===== src/rtl/pipe_ctrl.sv =====
// Pipeline control: prioritised stall vector, branch redirect sequencing,
// saturating stall-cycle counter and a sticky watchdog for a stuck ID hazard.
module pipe_ctrl #(
   parameter int CNT_W        = 32,
   parameter int MAX_ID_STALL = 15
) (
   input  logic             clk,
   input  logic             rst,
   input  logic             stallreq_if,
   input  logic             stallreq_id,
   input  logic             stallreq_ex,
   input  logic             stallreq_mem,
   input  logic             ex_branch_flag,
   input  logic [31:0]      ex_branch_target,
   output logic [5:0]       stall,
   output logic             flush,
   output logic [31:0]      new_pc,
   output logic [CNT_W-1:0] stall_cycles,
   output logic             hazard_err
);

   localparam logic [1:0] ST_IDLE  = 2'd0;
   localparam logic [1:0] ST_PEND  = 2'd1;
   localparam logic [1:0] ST_FLUSH = 2'd2;

   localparam int WD_W = (MAX_ID_STALL < 1) ? 1 : $clog2(MAX_ID_STALL + 1);
   localparam logic [WD_W-1:0] WD_LIMIT = WD_W'(MAX_ID_STALL);

   logic [1:0]      state;
   logic [31:0]     tgt_q;
   logic [5:0]      stall_req;
   logic            backend_busy;
   logic [WD_W-1:0] id_cnt;

   assign backend_busy = stallreq_ex | stallreq_mem;

   always_comb begin
      stall_req = 6'b000000;
      if (stallreq_mem)
         stall_req = 6'b011111;
      else if (stallreq_ex)
         stall_req = 6'b001111;
      else if (stallreq_id)
         stall_req = 6'b000111;
      else if (stallreq_if)
         stall_req = 6'b000011;
   end

   // A redirect in progress overrides the front-end stalls; back-end holds remain.
   assign flush  = (state == ST_FLUSH);
   assign new_pc = tgt_q;
   assign stall  = flush ? {stall_req[5:3], 3'b000} : stall_req;

   always_ff @(posedge clk or negedge rst) begin
      if (!rst) begin
         state <= ST_IDLE;
         tgt_q <= 32'h0;
      end else begin
         case (state)
            ST_IDLE: begin
               if (ex_branch_flag) begin
                  tgt_q <= ex_branch_target;
                  state <= stall[3] ? ST_PEND : ST_FLUSH;
               end
            end
            ST_PEND: begin
               if (!backend_busy)
                  state <= ST_FLUSH;
            end
            ST_FLUSH: begin
               if (!backend_busy) begin
                  if (ex_branch_flag) begin
                     tgt_q <= ex_branch_target;
                     state <= stall[3] ? ST_PEND : ST_FLUSH;
                  end else begin
                     state <= ST_IDLE;
                  end
               end
            end
            default: state <= ST_IDLE;
         endcase
      end
   end

   always_ff @(posedge clk or negedge rst) begin
      if (!rst)
         stall_cycles <= '0;
      else if (stall[0] && (stall_cycles != {CNT_W{1'b1}}))
         stall_cycles <= stall_cycles + CNT_W'(1);
   end

   // Count saturates at the limit; one more ID-stalled edge trips the sticky flag.
   always_ff @(posedge clk or negedge rst) begin
      if (!rst) begin
         id_cnt     <= '0;
         hazard_err <= 1'b0;
      end else if (stallreq_id) begin
         if (id_cnt == WD_LIMIT)
            hazard_err <= 1'b1;
         else
            id_cnt <= id_cnt + WD_W'(1);
      end else begin
         id_cnt <= '0;
      end
   end

endmodule


===== config.mk =====
export PLATFORM = sky130hd
export DESIGN_NAME = pipe_ctrl
export DESIGN_NICKNAME = d
export VERILOG_FILES = /design/src/rtl/pipe_ctrl.sv
export SDC_FILE = /design/constraint.sdc
export NUM_CORES = 1
export LEC_CHECK = 0
export CORE_MARGIN = 10
export CORE_UTILIZATION = 38
export DETAILED_ROUTE_END_ITERATION = 8
export PLACE_DENSITY = 0.69
export SYNTH_ARGS = -nofsm -noshare
export SYNTH_HDL_FRONTEND = slang
export SYNTH_SLANG_ARGS = --single-unit

===== constraint.sdc =====
create_clock -name clk -period 2.5 [get_ports clk]
set_clock_uncertainty 0.15 [all_clocks]
set_input_delay 0.25 -clock clk [delete_from_list [all_inputs] [get_ports clk]]
set_output_delay 0.25 -clock clk [all_outputs]
set_load 0.01 [all_outputs]

* Word-level counts from Yosys, hierarchy flattened *
Index checks and enable logic that the tools add are counted.

storage, ports and cells
  register bits after elaboration = 71
  input port bits = 39
  logic and storage cells = 38

operators by class
  add/sub/neg operators = 2
  eq/ne operators = 8
  muxes and demuxes = 16
  bitwise gates (word level) = 1
  reduce and logical (&&, ||, !) cells = 6

operators by type and width
  operator                                                         number
  32-bit 2-to-1 mux                                                2
  32-bit case mux with 2 select lines                              1
  32-bit by 1-bit adder with 32-bit output, second input constant  1
  32-bit != test, second input constant                            1
  2-bit 2-to-1 mux                                                 6
  6-bit 2-to-1 mux                                                 2
  4-bit 2-to-1 mux                                                 2
  2-bit != test, second input constant                             4
  3-bit 2-to-1 mux                                                 2
  2-bit case mux with 3 select lines                               1
  4-bit by 1-bit adder with 4-bit output, second input constant    1
  4-bit == test, second input constant                             1
  2-bit AND reduction                                              2
  3-bit AND reduction                                              1
  2-bit by 1-bit == test with 1-bit output, second input constant  1
  2-bit == test, second input constant                             1
  2-bit zero test                                                  1
  2-bit nonzero test                                               1
  1-bit logical AND                                                1
  1-bit bitwise OR                                                 1

* Longest topological paths before layout *
  depth in word-level cells = 8
  depth in mapped cells = 7
  gate-level depth less buffers = 6

* Least setup slack after synthesis *
No wires, ideal clock.

  path type = reg-to-reg
  start = reg stall_cycles[0]
  end = reg stall_cycles[24]
  library setup time = 0.125 ns
  arrival time = 1.659 ns
  data required time = 2.225 ns
  path slack = 0.567 ns
  cell stages (with the launch flop) = 7
  buffers on the path = 0
  period minus slack after synthesis = 1.933 ns
  path through = dfrtp_1 > ha_1 > nand3_2 > nor3b_4 > nand3_2 > nor3_1 > mux2_2

between the ends
  cells in the longest elaborated chain, start to end = 2
  elaborated cells on any way between the ends = 3

RTL lines
  element                                                                           line  source
  from (decl)                                                                       18    output logic [CNT_W-1:0] stall_cycles,
  from (signal assigned)                                                            89    stall_cycles <= stall_cycles + CNT_W'(1);
  branches (longest 2 deep; another with 32-bit by 1-bit adder with 32-bit output)  -

Parallel ways; which one is timed is not known.
A chain may end at the register's enable or synchronous reset.

* Worst setup path after layout *
  start = reg state[1]
  end = out stall[1]

between the ends
  cells in the longest elaborated chain, start to end = 2

RTL lines
  element                 line  source
  from (decl)             29    logic [1:0] state;
  from (signal assigned)  63    state <= stall[3] ? ST_PEND : ST_FLUSH;
  from (signal assigned)  74    state <= stall[3] ? ST_PEND : ST_FLUSH;
  2-bit == test           50    assign flush = (state == ST_FLUSH);
  3-bit 2-to-1 mux        52    assign stall = flush ? {stall_req[5:3], 3'b000} : stall_req;
  to (decl)               15    output logic [5:0] stall,

Every way passes these cells.

==> out/results.txt <==
Post-synth EDFFs -> 0
metal3 WL -> 640 um
initial cell density of the core -> 0.3884
dpl cell area -> 4378 um2
Final ANT Viol Nets -> 0
RSZ-0062 raised after global routing -> no
final setup margin -> 0.3141 ns
synth unique cells -> 39
Fmax -> 0.4575 GHz
final WL -> 8153 um
post-CTS setup buffer count -> 0
TritonCTS Buffers -> 9
worst slew pin tran -> 0.5255 ns
Final #Nets -> 408
Final GP Congestion -> 0.7727
worst skew pair latency -> 0.33 ns
max-cap viol count -> 0
clk root buf -> clkbuf_8
CP Capture Type -> primary output
fin crit share -> 0.8744
post-synthesis cell count -> 250
pre-CTS WS -> 0.3368 ns
met1 wire length -> 3972 um
Overall Global Routing Usage -> 0.1306
type of origin of the critical path -> register
Slew HR -> 0.6470
TNS Setup -> 0 ns
Layout Utilization -> 0.5696
Iteration-0 DRC Markers -> 77
layout cells sized above 1 -> 0.1774
CP Data Arrival Time -> 1.79 ns
top sig layer -> met4
initial antenna violation count -> 0
final hold vios -> 0
Detailed Place HPWL -> 6196 um
Die Span Y -> 111.2 um
Yosys Warn Count -> 0
Core Area -> 8134 um2
min Tclk post-route -> 2.186 ns
Residual DRC -> 0
PwrDens -> 968.5 nW/um2
largest net degree at the start of global routing -> 72
ANT cells -> 0
CTS sink count -> 71
syn nets -> 291
min-delay worst type -> input pin to async pin
outcome -> complete, no violations
endpoints failing setup -> 0
cell area after layout -> 4633 um2
Die ar. -> 12360 um2
clk slew on worst S/H paths -> 0.08 ns
vias in the first global route -> 2372
leak pwr -> 1.966 nW
FFs w/ async S/R, synth -> 1.000
via-per-instance ratio -> 4.954
H-tree level count -> 3
vias post-DR -> 2363
total gr overflow -> 0
# IOs -> 111
R2R Setup Slk -> 0.39 ns
wire length per cell -> 17.09 um
CTS tree -> done
Layout area overhead -> 46.65%
Seq/Total Area, Yosys -> 0.5624
leading area contributor after synthesis -> dfrtp_1
Setup CP Type -> register to primary output
most numerous cell in the Yosys netlist -> dfrtp_1
Avg Cell Area, Syn -> 12.64 um2
die extent in x -> 111.2 um
port buffer count -> 109
first-pass GRT wire length -> 13130 um
top cells by count, synth -> dfrtp_1 (71), mux2_2 (33), xnor2_1 (22), nand4_1 (15)
final count of pins violating max slew -> 0
Yosys top cell area share -> 0.5624
ys flop type -> dfrtp_1
crit-path max FO -> 5
Worst VDD drop -> 0.3671 mV
Synth Cell Area -> 3159 um2
row count -> 33
worst-case clock buffer depth -> 2
Worst Path Required -> 2.10 ns
1st-pass router iterations -> 4
Met2 Routed Length -> 3442 um
top post-synthesis cells by area -> dfrtp_1 (56%), mux2_2 (12%), xnor2_1 (6.1%)
FF+latch count, synth -> 71
critical path: stages (launching register included):
cell and delay, ns:
dfrtp_1 0.40, nor2b_1 0.18, a21o_1 0.22, inv_2 0.11
clkdlybuf4s50_1 0.55
state kept, by name, indices dropped and copies added (netlist names):
signal	cells
hazard_err	1
id_cnt	4
new_pc	32
stall_cycles	32
state	2
cell type report:
class | instances | area (um2)
Fill cell | 697 | 3501
Sequential cell | 71 | 1777
Multi-Input combinational cell | 163 | 1308
Timing Repair Buffer | 115 | 1146
Clock buffer | 11 | 141.4
Tap cell | 105 | 131.4
Clock inverter | 5 | 103.9
Inverter | 7 | 26.28
cells by family after synthesis:
logic type                 after synthesis  synth area share
AOI/OAI and AO/OA                       12           0.02693
xor gates and xnor gates                30           0.08317
adders and majority gates                2          0.007920
buffers and inverters                   16           0.02376
DFF                                     71            0.5624
muxes                                   35            0.1244
other                                    1          0.001187
and+or+nand+nor                         83            0.1703
per-stage QoR:
stage / hold WS (ns) / total power [mW] / cells
finish: 0.3053 / 4.487 / 477
global placement: 0.1606 / 3.368 / 460
detailed placement: 0.1579 / 3.417 / 460
floorplan: -0.1956 / 2.434 / 250
global route: 0.3593 / 4.736 / 477
CTS: 0.3262 / 4.551 / 477
routing by layer:
layer	up-vias	track usage
met5	-	0
met4	0	0.04884
met3	8	0.04437
met2	98	0.1856
met1	1141	0.1779
li1	1116	-
placed cells by master (no fill, tap or decap), drive strengths merged, types with 2 or more instances in the layout:
cell,netlist,final
clkdlybuf4s50,0,108
dfrtp,71,71
mux2,34,34
xnor2,22,22
nand4,18,18
nand3,16,16
nor2,13,13
clkbuf,2,11
nand2,10,10
xor2,8,8
nor3,8,8
inv,7,8
buf,7,6
nand3b,4,4
and4,3,3
and3,3,3
bufinv,0,3
a21oi,2,2
nor4,2,2
o21ai,2,2
a31oi,2,2
a211oi,2,2
and4bb,2,2
ha,2,2
what timing repair did:
action                     4_1_cts  5_1_grt
setup endpoints to repair        0        0
hold buffers                     1        0
resized for setup                0        0
hold endpoints to repair        71        0
where the power goes:
group / internal (mW) / total [mW] / switching, mW
Combinational: 1.00 / 1.66 / 0.656
Clock: 0.693 / 1.12 / 0.430
Sequential: 1.49 / 1.71 / 0.222
Total: 3.18 / 4.49 / 1.31
worst paths after layout:
path | start | endpoint | cells after the start
max | state[1] | stall[1] | 4
min | rst | new_pc[9] | 3
max reg2reg | stall_cycles[0] | stall_cycles[30] | 6
min reg2reg | hazard_err | hazard_err | 1
max in group asynchronous | rst | new_pc[17] | 3
min in group clk | hazard_err | hazard_err | 1
(Power assumes the default switching activity.)
